<file path="config.mk">
export PLATFORM = sky130hd
export DESIGN_NAME = dcache_responder
export DESIGN_NICKNAME = d
export VERILOG_FILES = /design/src/rtl/dcache_responder.sv
export SDC_FILE = /design/constraint.sdc
export NUM_CORES = 2
export LEC_CHECK = 0
export ABC_CLOCK_PERIOD_IN_PS = 6500
export BUFFER_PORTS_ARGS = -buffer_cell sky130_fd_sc_hd__buf_2
export CAP_MARGIN = 20
export CELL_PAD_IN_SITES_DETAIL_PLACEMENT = 1
export CELL_PAD_IN_SITES_GLOBAL_PLACEMENT = 1
export CORE_ASPECT_RATIO = 0.6
export CORE_UTILIZATION = 50
export DETAILED_ROUTE_END_ITERATION = 16
export GPL_ROUTABILITY_DRIVEN = 0
export GPL_TIMING_DRIVEN = 0
export PLACE_DENSITY_LB_ADDON = 0.08
export SLEW_MARGIN = 20
export SYNTH_ARGS = -nofsm -noshare
export SYNTH_HDL_FRONTEND = slang
export SYNTH_SLANG_ARGS = --single-unit
</file>
<file path="constraint.sdc">
create_clock -name clk -period 6.5 [get_ports clk]
set_input_delay 0.65 -clock clk [delete_from_list [all_inputs] [get_ports clk]]
set_output_delay 0.65 -clock clk [all_outputs]
set_load 0.02 [all_outputs]
</file>
<file path="src/rtl/dcache_responder.sv">
// dcache_responder: direct-mapped, write-through, no-write-allocate data cache.
// Sits between the MEM stage and a synchronous data RAM with one-cycle read
// latency. Lines are four words; a load miss refills the whole line.
module dcache_responder #(
  parameter int INDEX_BITS = 4
) (
  input  logic        clk,
  input  logic        reset,
  input  logic        dm_req,
  input  logic [31:0] dm_addr,
  input  logic [3:0]  dm_wen,
  input  logic [31:0] dm_wdata,
  output logic [31:0] dm_rdata,
  output logic        dm_ready,
  output logic [31:0] mem_addr,
  output logic [3:0]  mem_wen,
  output logic [31:0] mem_wdata,
  input  logic [31:0] mem_rdata
);

  localparam int LINES = 1 << INDEX_BITS;
  localparam int TAG_W = 28 - INDEX_BITS;

  typedef enum logic [2:0] {
    S_IDLE     = 3'd0,
    S_LOOKUP   = 3'd1,
    S_REFILL   = 3'd2,
    S_UNCACHED = 3'd3,
    S_RESP     = 3'd4
  } state_e;

  // Replace the enabled byte lanes of old_w with those of new_w.
  function automatic logic [31:0] merge_bytes(input logic [31:0] old_w,
                                              input logic [31:0] new_w,
                                              input logic [3:0]  be);
    logic [31:0] res;
    res = old_w;
    for (int b = 0; b < 4; b++) begin
      if (be[b]) begin
        res[8*b +: 8] = new_w[8*b +: 8];
      end else begin
        res[8*b +: 8] = old_w[8*b +: 8];
      end
    end
    return res;
  endfunction

  state_e            state_q, state_d;
  logic [31:2]       req_addr_q, req_addr_d;
  logic [3:0]        req_wen_q, req_wen_d;
  logic [31:0]       req_wdata_q, req_wdata_d;
  logic [31:0]       dm_rdata_q, dm_rdata_d;
  logic              dm_ready_q, dm_ready_d;
  logic [31:0]       mem_addr_q, mem_addr_d;
  logic [3:0]        mem_wen_q, mem_wen_d;
  logic [31:0]       mem_wdata_q, mem_wdata_d;
  logic [1:0]        iss_q, iss_d;
  logic [1:0]        rcv_q, rcv_d;
  // rd_iss: mem_addr this cycle is a read; rd_vld: mem_rdata this cycle is valid
  logic              rd_iss_q, rd_iss_d;
  logic              rd_vld_q, rd_vld_d;
  logic [LINES-1:0]  valid_q, valid_d;

  logic [TAG_W-1:0]  tag_q  [LINES];
  logic [31:0]       data_q [LINES][4];

  logic [INDEX_BITS-1:0] idx_s;
  logic [TAG_W-1:0]      tag_s;
  logic [1:0]            off_s;
  logic [1:0]            iss_next_s;
  logic                  uncached_s;
  logic                  store_s;
  logic                  hit_s;
  logic [31:0]           hit_word_s;
  logic                  data_we_s;
  logic [1:0]            data_word_s;
  logic [31:0]           data_wval_s;
  logic                  tag_we_s;
  logic                  unused_addr_s;

  assign unused_addr_s = ^dm_addr[1:0];
  assign idx_s         = req_addr_q[4+INDEX_BITS-1:4];
  assign tag_s         = req_addr_q[31:4+INDEX_BITS];
  assign off_s         = req_addr_q[3:2];
  assign iss_next_s    = iss_q + 2'd1;
  assign uncached_s    = (req_addr_q[31:29] == 3'b101);
  assign store_s       = (req_wen_q != 4'b0000);
  assign hit_word_s    = data_q[idx_s][off_s];
  assign hit_s         = !uncached_s && valid_q[idx_s] && (tag_q[idx_s] == tag_s);

  assign dm_rdata  = dm_rdata_q;
  assign dm_ready  = dm_ready_q;
  assign mem_addr  = mem_addr_q;
  assign mem_wen   = mem_wen_q;
  assign mem_wdata = mem_wdata_q;

  // Next-state, output-register and array-write-enable logic for the controller.
  always_comb begin
    state_d     = state_q;
    req_addr_d  = req_addr_q;
    req_wen_d   = req_wen_q;
    req_wdata_d = req_wdata_q;
    dm_rdata_d  = dm_rdata_q;
    dm_ready_d  = 1'b0;
    mem_addr_d  = mem_addr_q;
    mem_wen_d   = 4'b0000;
    mem_wdata_d = mem_wdata_q;
    iss_d       = iss_q;
    rcv_d       = rcv_q;
    rd_iss_d    = 1'b0;
    rd_vld_d    = rd_iss_q;
    valid_d     = valid_q;
    data_we_s   = 1'b0;
    data_word_s = off_s;
    data_wval_s = 32'h0000_0000;
    tag_we_s    = 1'b0;

    case (state_q)
      S_IDLE: begin
        if (dm_req) begin
          req_addr_d  = dm_addr[31:2];
          req_wen_d   = dm_wen;
          req_wdata_d = dm_wdata;
          state_d     = S_LOOKUP;
        end else begin
          state_d = S_IDLE;
        end
      end
      S_LOOKUP: begin
        if (store_s) begin
          // Write-through; the line is only touched when it already holds the word.
          mem_addr_d  = {req_addr_q[31:2], 2'b00};
          mem_wen_d   = req_wen_q;
          mem_wdata_d = req_wdata_q;
          if (hit_s) begin
            data_we_s   = 1'b1;
            data_wval_s = merge_bytes(hit_word_s, req_wdata_q, req_wen_q);
          end else begin
            data_we_s = 1'b0;
          end
          dm_ready_d = 1'b1;
          state_d    = S_RESP;
        end else if (hit_s) begin
          dm_rdata_d = hit_word_s;
          dm_ready_d = 1'b1;
          state_d    = S_RESP;
        end else if (uncached_s) begin
          mem_addr_d = {req_addr_q[31:2], 2'b00};
          rd_iss_d   = 1'b1;
          state_d    = S_UNCACHED;
        end else begin
          // Invalidate first so a reset mid-refill never leaves a half-filled valid line.
          valid_d[idx_s] = 1'b0;
          mem_addr_d     = {req_addr_q[31:4], 4'h0};
          rd_iss_d       = 1'b1;
          iss_d          = 2'd0;
          rcv_d          = 2'd0;
          state_d        = S_REFILL;
        end
      end
      S_REFILL: begin
        // Word 0 was issued from LOOKUP; issue words 1..3 on consecutive cycles.
        if (iss_q != 2'd3) begin
          mem_addr_d = {req_addr_q[31:4], iss_next_s, 2'b00};
          iss_d      = iss_next_s;
          rd_iss_d   = 1'b1;
        end else begin
          iss_d = iss_q;
        end
        if (rd_vld_q) begin
          data_we_s   = 1'b1;
          data_word_s = rcv_q;
          data_wval_s = mem_rdata;
          rcv_d       = rcv_q + 2'd1;
          if (rcv_q == off_s) begin
            dm_rdata_d = mem_rdata;
          end else begin
            dm_rdata_d = dm_rdata_q;
          end
          if (rcv_q == 2'd3) begin
            valid_d[idx_s] = 1'b1;
            tag_we_s       = 1'b1;
            dm_ready_d     = 1'b1;
            state_d        = S_RESP;
          end else begin
            state_d = S_REFILL;
          end
        end else begin
          state_d = S_REFILL;
        end
      end
      S_UNCACHED: begin
        if (rd_vld_q) begin
          dm_rdata_d = mem_rdata;
          dm_ready_d = 1'b1;
          state_d    = S_RESP;
        end else begin
          state_d = S_UNCACHED;
        end
      end
      S_RESP: begin
        state_d = S_IDLE;
      end
      default: begin
        state_d = S_IDLE;
      end
    endcase
  end

  // Controller state, request latch, outputs and valid bits; reset discards in-flight reads.
  always_ff @(posedge clk or posedge reset) begin
    if (reset) begin
      state_q     <= S_IDLE;
      req_addr_q  <= 30'd0;
      req_wen_q   <= 4'b0000;
      req_wdata_q <= 32'h0000_0000;
      dm_rdata_q  <= 32'h0000_0000;
      dm_ready_q  <= 1'b0;
      mem_addr_q  <= 32'h0000_0000;
      mem_wen_q   <= 4'b0000;
      mem_wdata_q <= 32'h0000_0000;
      iss_q       <= 2'd0;
      rcv_q       <= 2'd0;
      rd_iss_q    <= 1'b0;
      rd_vld_q    <= 1'b0;
      valid_q     <= '0;
    end else begin
      state_q     <= state_d;
      req_addr_q  <= req_addr_d;
      req_wen_q   <= req_wen_d;
      req_wdata_q <= req_wdata_d;
      dm_rdata_q  <= dm_rdata_d;
      dm_ready_q  <= dm_ready_d;
      mem_addr_q  <= mem_addr_d;
      mem_wen_q   <= mem_wen_d;
      mem_wdata_q <= mem_wdata_d;
      iss_q       <= iss_d;
      rcv_q       <= rcv_d;
      rd_iss_q    <= rd_iss_d;
      rd_vld_q    <= rd_vld_d;
      valid_q     <= valid_d;
    end
  end

  // Tag and data arrays; contents are qualified by valid_q so they need no reset.
  always_ff @(posedge clk) begin
    if (data_we_s) begin
      data_q[idx_s][data_word_s] <= data_wval_s;
    end
    if (tag_we_s) begin
      tag_q[idx_s] <= tag_s;
    end
  end

endmodule

</file>
==> parameters.txt <==
Parameter                              Value

Yosys
  Ys Warns    0
  Post-synth ARST share    0.0725
  Cell count after synthesis    roughly 4.4k
  Post-synth EDFFs    between 2k and 2.5k
  Area of the mapped netlist    between 100000 and 150000 µm²
  Fraction of the yosys area taken by sequential cells    0.766
  Synth unique cells    70
  Synth Area per Inst    about 23 µm²
  Post-synthesis sequential element count    between 2k and 3k
  Most common flop cell mapped by yosys    edfxtp_1

Clock network
  CTS tree    built
  Buffer type at the clock tree root    clkbuf_16
  Number of buffers inserted during clock tree synthesis    240
  TritonCTS Sinks    approximately 2.6k
  Max H-tree Level    4
  Clock network latency to the later pin of the worst-skew pair    around 0.9 ns
  Clock transition at path regs    0.07 ns
  Maximum clock path buffer count    4

Die
  Effective utilization at floorplan    0.506
  Std cell rows    about 130
  Number of top-level design ports    ~200
  Die outline area    slightly above 200000 µm²
  Die span in x    584 µm
  Die Y    ~350 µm
  Core Box Area    201000 µm²

Setup path
  Cells traversed along the worst timing path    buf_2 -> clkbuf_1 -> clkbuf_2 -> clkbuf_2 -> clkdlybuf4s15_1 -> mux4_2 -> mux4_2 -> mux2i_1 -> o21ai_4 -> buf_16 -> buf_16
  Slowest stage cell, crit path    clkdlybuf4s15_1
  Critical path fanouts, max    23
  Critical Setup Path Class    flip-flop to flip-flop
  Req. time, crit path    approximately 7.1 ns
  Startpoint type of the worst setup path    flip-flop
  Worst Setup End Kind    flip-flop
  Biggest cell delay along the critical path    about 0.84 ns
  Data arrival time of the critical path    6.99 ns

Final layout
  Footprint of the multi-input gates    ~24000 µm²
  Final std cells w/o fill    about 8.0k
  Sequential cell area    ~80000 µm²
  Net count, final    between 5k and 6k
  Area added between synthesis and finish    18.8%
  Number of fill cells    roughly 16k
  Fraction of final layout cells sized beyond drive strength 1    0.367
  Commonest cells after routing, fill and taps aside    2432 x edfxtp_1, 761 x mux4_2, 274 x buf_2
  Leading cell type in the layout, fill and taps excluded    edfxtp_1

Global routing
  Number of global-route vias before repair    between 50k and 60k
  Largest net degree at the start of global routing    96
  Total grt overflow    0
  Antenna violations before repair    29
  First-pass GRT wire length    ~440000 µm
  Total routing usage reported by global routing    0.314

Power and ir drop
  Comb pwr share    0.264
  Clock power share    0.303
  Internal power    roughly 31 mW
  Power density over the cells    384 nW/µm²
  Overall power consumption    46.3 mW
  Total net switching power    approximately 15 mW
  Highest ir drop seen on vdd    approximately 0.00027 V
  Net switching fraction of the power    0.321
  Power share of the sequential group    0.433
  Leak pwr    roughly 37 nW

STA
  Worst slew margin    0.206
  Tcrit/Tclk final    0.989
  Count of final setup violators    0
  Slew at the pin closest to its max-slew limit    1.18 ns
  Final setup skew    ~0.098 ns
  Final critical delay including setup and external delays    between 6 and 7 ns
  Max-slew violation total from the final report    0
  Final Hold Violating Endpoints    0
  Fmax achieved    156 MHz
  Final TNS setup    0 ns

Min path
  Worst Hold Class    input port to flip-flop

Detailed routing
  Post-DR vias/cell    roughly 6.6
  DR vias    roughly 53k
  Antenna Violating Nets Remaining    0
  Final routed DRC violation total    0
  Length of the first detailed-routing pass in iterations    6
  First-iteration detailed-routing DRC count    8070
  Routed wire length per instance    approximately 40 µm
  Final wirelength    between 300000 and 400000 µm

Placement
  Quantity of I/O buffers inserted on ports    199
  Placed cell count    around 7.5k
  Detailed placement HPWL    approximately 230000 µm

Run
  Max-cap violation count    0

Outcome
  Outcome    finished clean
power by group through the flow:
stage	sequential (mW)	combinational, mW	clock, mW
6_report	20.0	12.2	14.0
5_1_grt	20.1	12.7	14.7
4_1_cts	20.0	12.1	14.2
3_5_place_dp	20.4	12.0	0
3_3_place_gp	20.4	11.6	0
2_1_floorplan	20.2	6.91	0
critical path, delay by kind of cell, from the launching register on:
kind	cells	cell delay, ns
buf+inv	7	3.49
mux	3	1.74
flops	1	0.48
compound gates	1	0.25
through the flow:
step	hold slack [ns]	setup slack (ns)	utilization	cell area [µm²]
5_1_grt	0.0150	-0.00449	0.601	121000
4_1_cts	0.000411	0.00296	0.600	121000
3_3_place_gp	0.332	-8.70	0.528	106000
3_5_place_dp	0.350	-0.554	0.557	112000
2_1_floorplan	0.331	0.234	-	102000
6_report	0.0358	0.0743	0.601	121000
Yosys cell counts (all sizes together) (11+ instances only):
master	number	share of area
a41oi	13	0.0013
buf	130	0.0065
nor4	12	0.00089
o21ai	50	0.0025
xor2	13	0.0011
mux2i	87	0.0086
edfxtp	2432	0.72
a22o	33	0.0028
mux2	141	0.016
a21o	32	0.0024
mux4	761	0.17
nor2	95	0.0035
clkbuf	111	0.0041
inv	12	0.00044
nor2b	28	0.0017
nand2	79	0.0029
dfrtp	190	0.047
xnor2	13	0.0011
and2	11	0.00068
a22oi	14	0.0010
registers in the layout, summed over array words and instances (netlist names), named ones only:
signal       flops
tag_q          384
dm_rdata        32
rcv_q            2
dm_ready         1
rd_vld_q         1
mem_wen          4
mem_addr        30
req_wdata_q     32
req_wen_q        4
data_q        2048
iss_q            2
mem_wdata       32
rd_iss_q         1
state_q          3
req_addr_q      30
layout make-up:
class / count / area share
multi-input cells: 1498 / 0.196
clock buffers: 313 / 0.0536
clock inverters: 127 / 0.00922
diodes: 15 / 0.000311
repair buffers: 491 / 0.0577
inverters: 12 / 0.000435
flip-flops and latches: 2622 / 0.644
plain buffers: 241 / 0.00994
well taps: 2709 / 0.0281
logic make-up after synthesis:
| logic type | Yosys count | synth area share |
|---|---|---|
| fa+ha+maj | 2 | 0.000246 |
| other cells | 1 | 0.0000369 |
| mux | 989 | 0.193 |
| buf+inv | 253 | 0.0110 |
| compound gates | 206 | 0.0150 |
| flops | 2622 | 0.766 |
| xor+xnor | 26 | 0.00224 |
| simple gates | 273 | 0.0130 |
routing by layer:
layer / wire [µm] / track usage / vias to the layer above
met1: 134000 / 0.487 / 28900
met5: 74 / 0 / -
met3: 36800 / 0.0781 / 487
met2: 136000 / 0.438 / 3228
li1: - / - / 20200
met4: 11900 / 0.101 / 10
worst paths after layout:
kind                                           startpoint                     endpoint  slack, ns  depth (start not counted)
worst max-delay path            req_addr_q[6]$_DFFE_PP0P_      data_q[6][85]$_DFFE_PP_       0.07                         11
worst min-delay path                         dm_wdata[16]  req_wdata_q[16]$_DFFE_PP0P_       0.04                          2
worst max register to register  req_addr_q[6]$_DFFE_PP0P_      data_q[6][85]$_DFFE_PP_       0.07                         11
worst min register to register         rd_iss_q$_DFF_PP0_           rd_vld_q$_DFF_PP0_       0.41                          0
max in group asynchronous                           reset     mem_addr[29]$_DFFE_PP0P_       5.01                          5
min in group asynchronous                           reset     mem_addr[30]$_DFFE_PP0P_       0.25                          3
repair_timing:
action	in CTS	in global routing
gates resized for setup	23	39
setup buffers	26	0
pin swaps	18	0
hold buffers	57	0
setup endpoints to repair	1189	745
endpoints found under the hold margin	81	0
(Power assumes the default switching activity.)
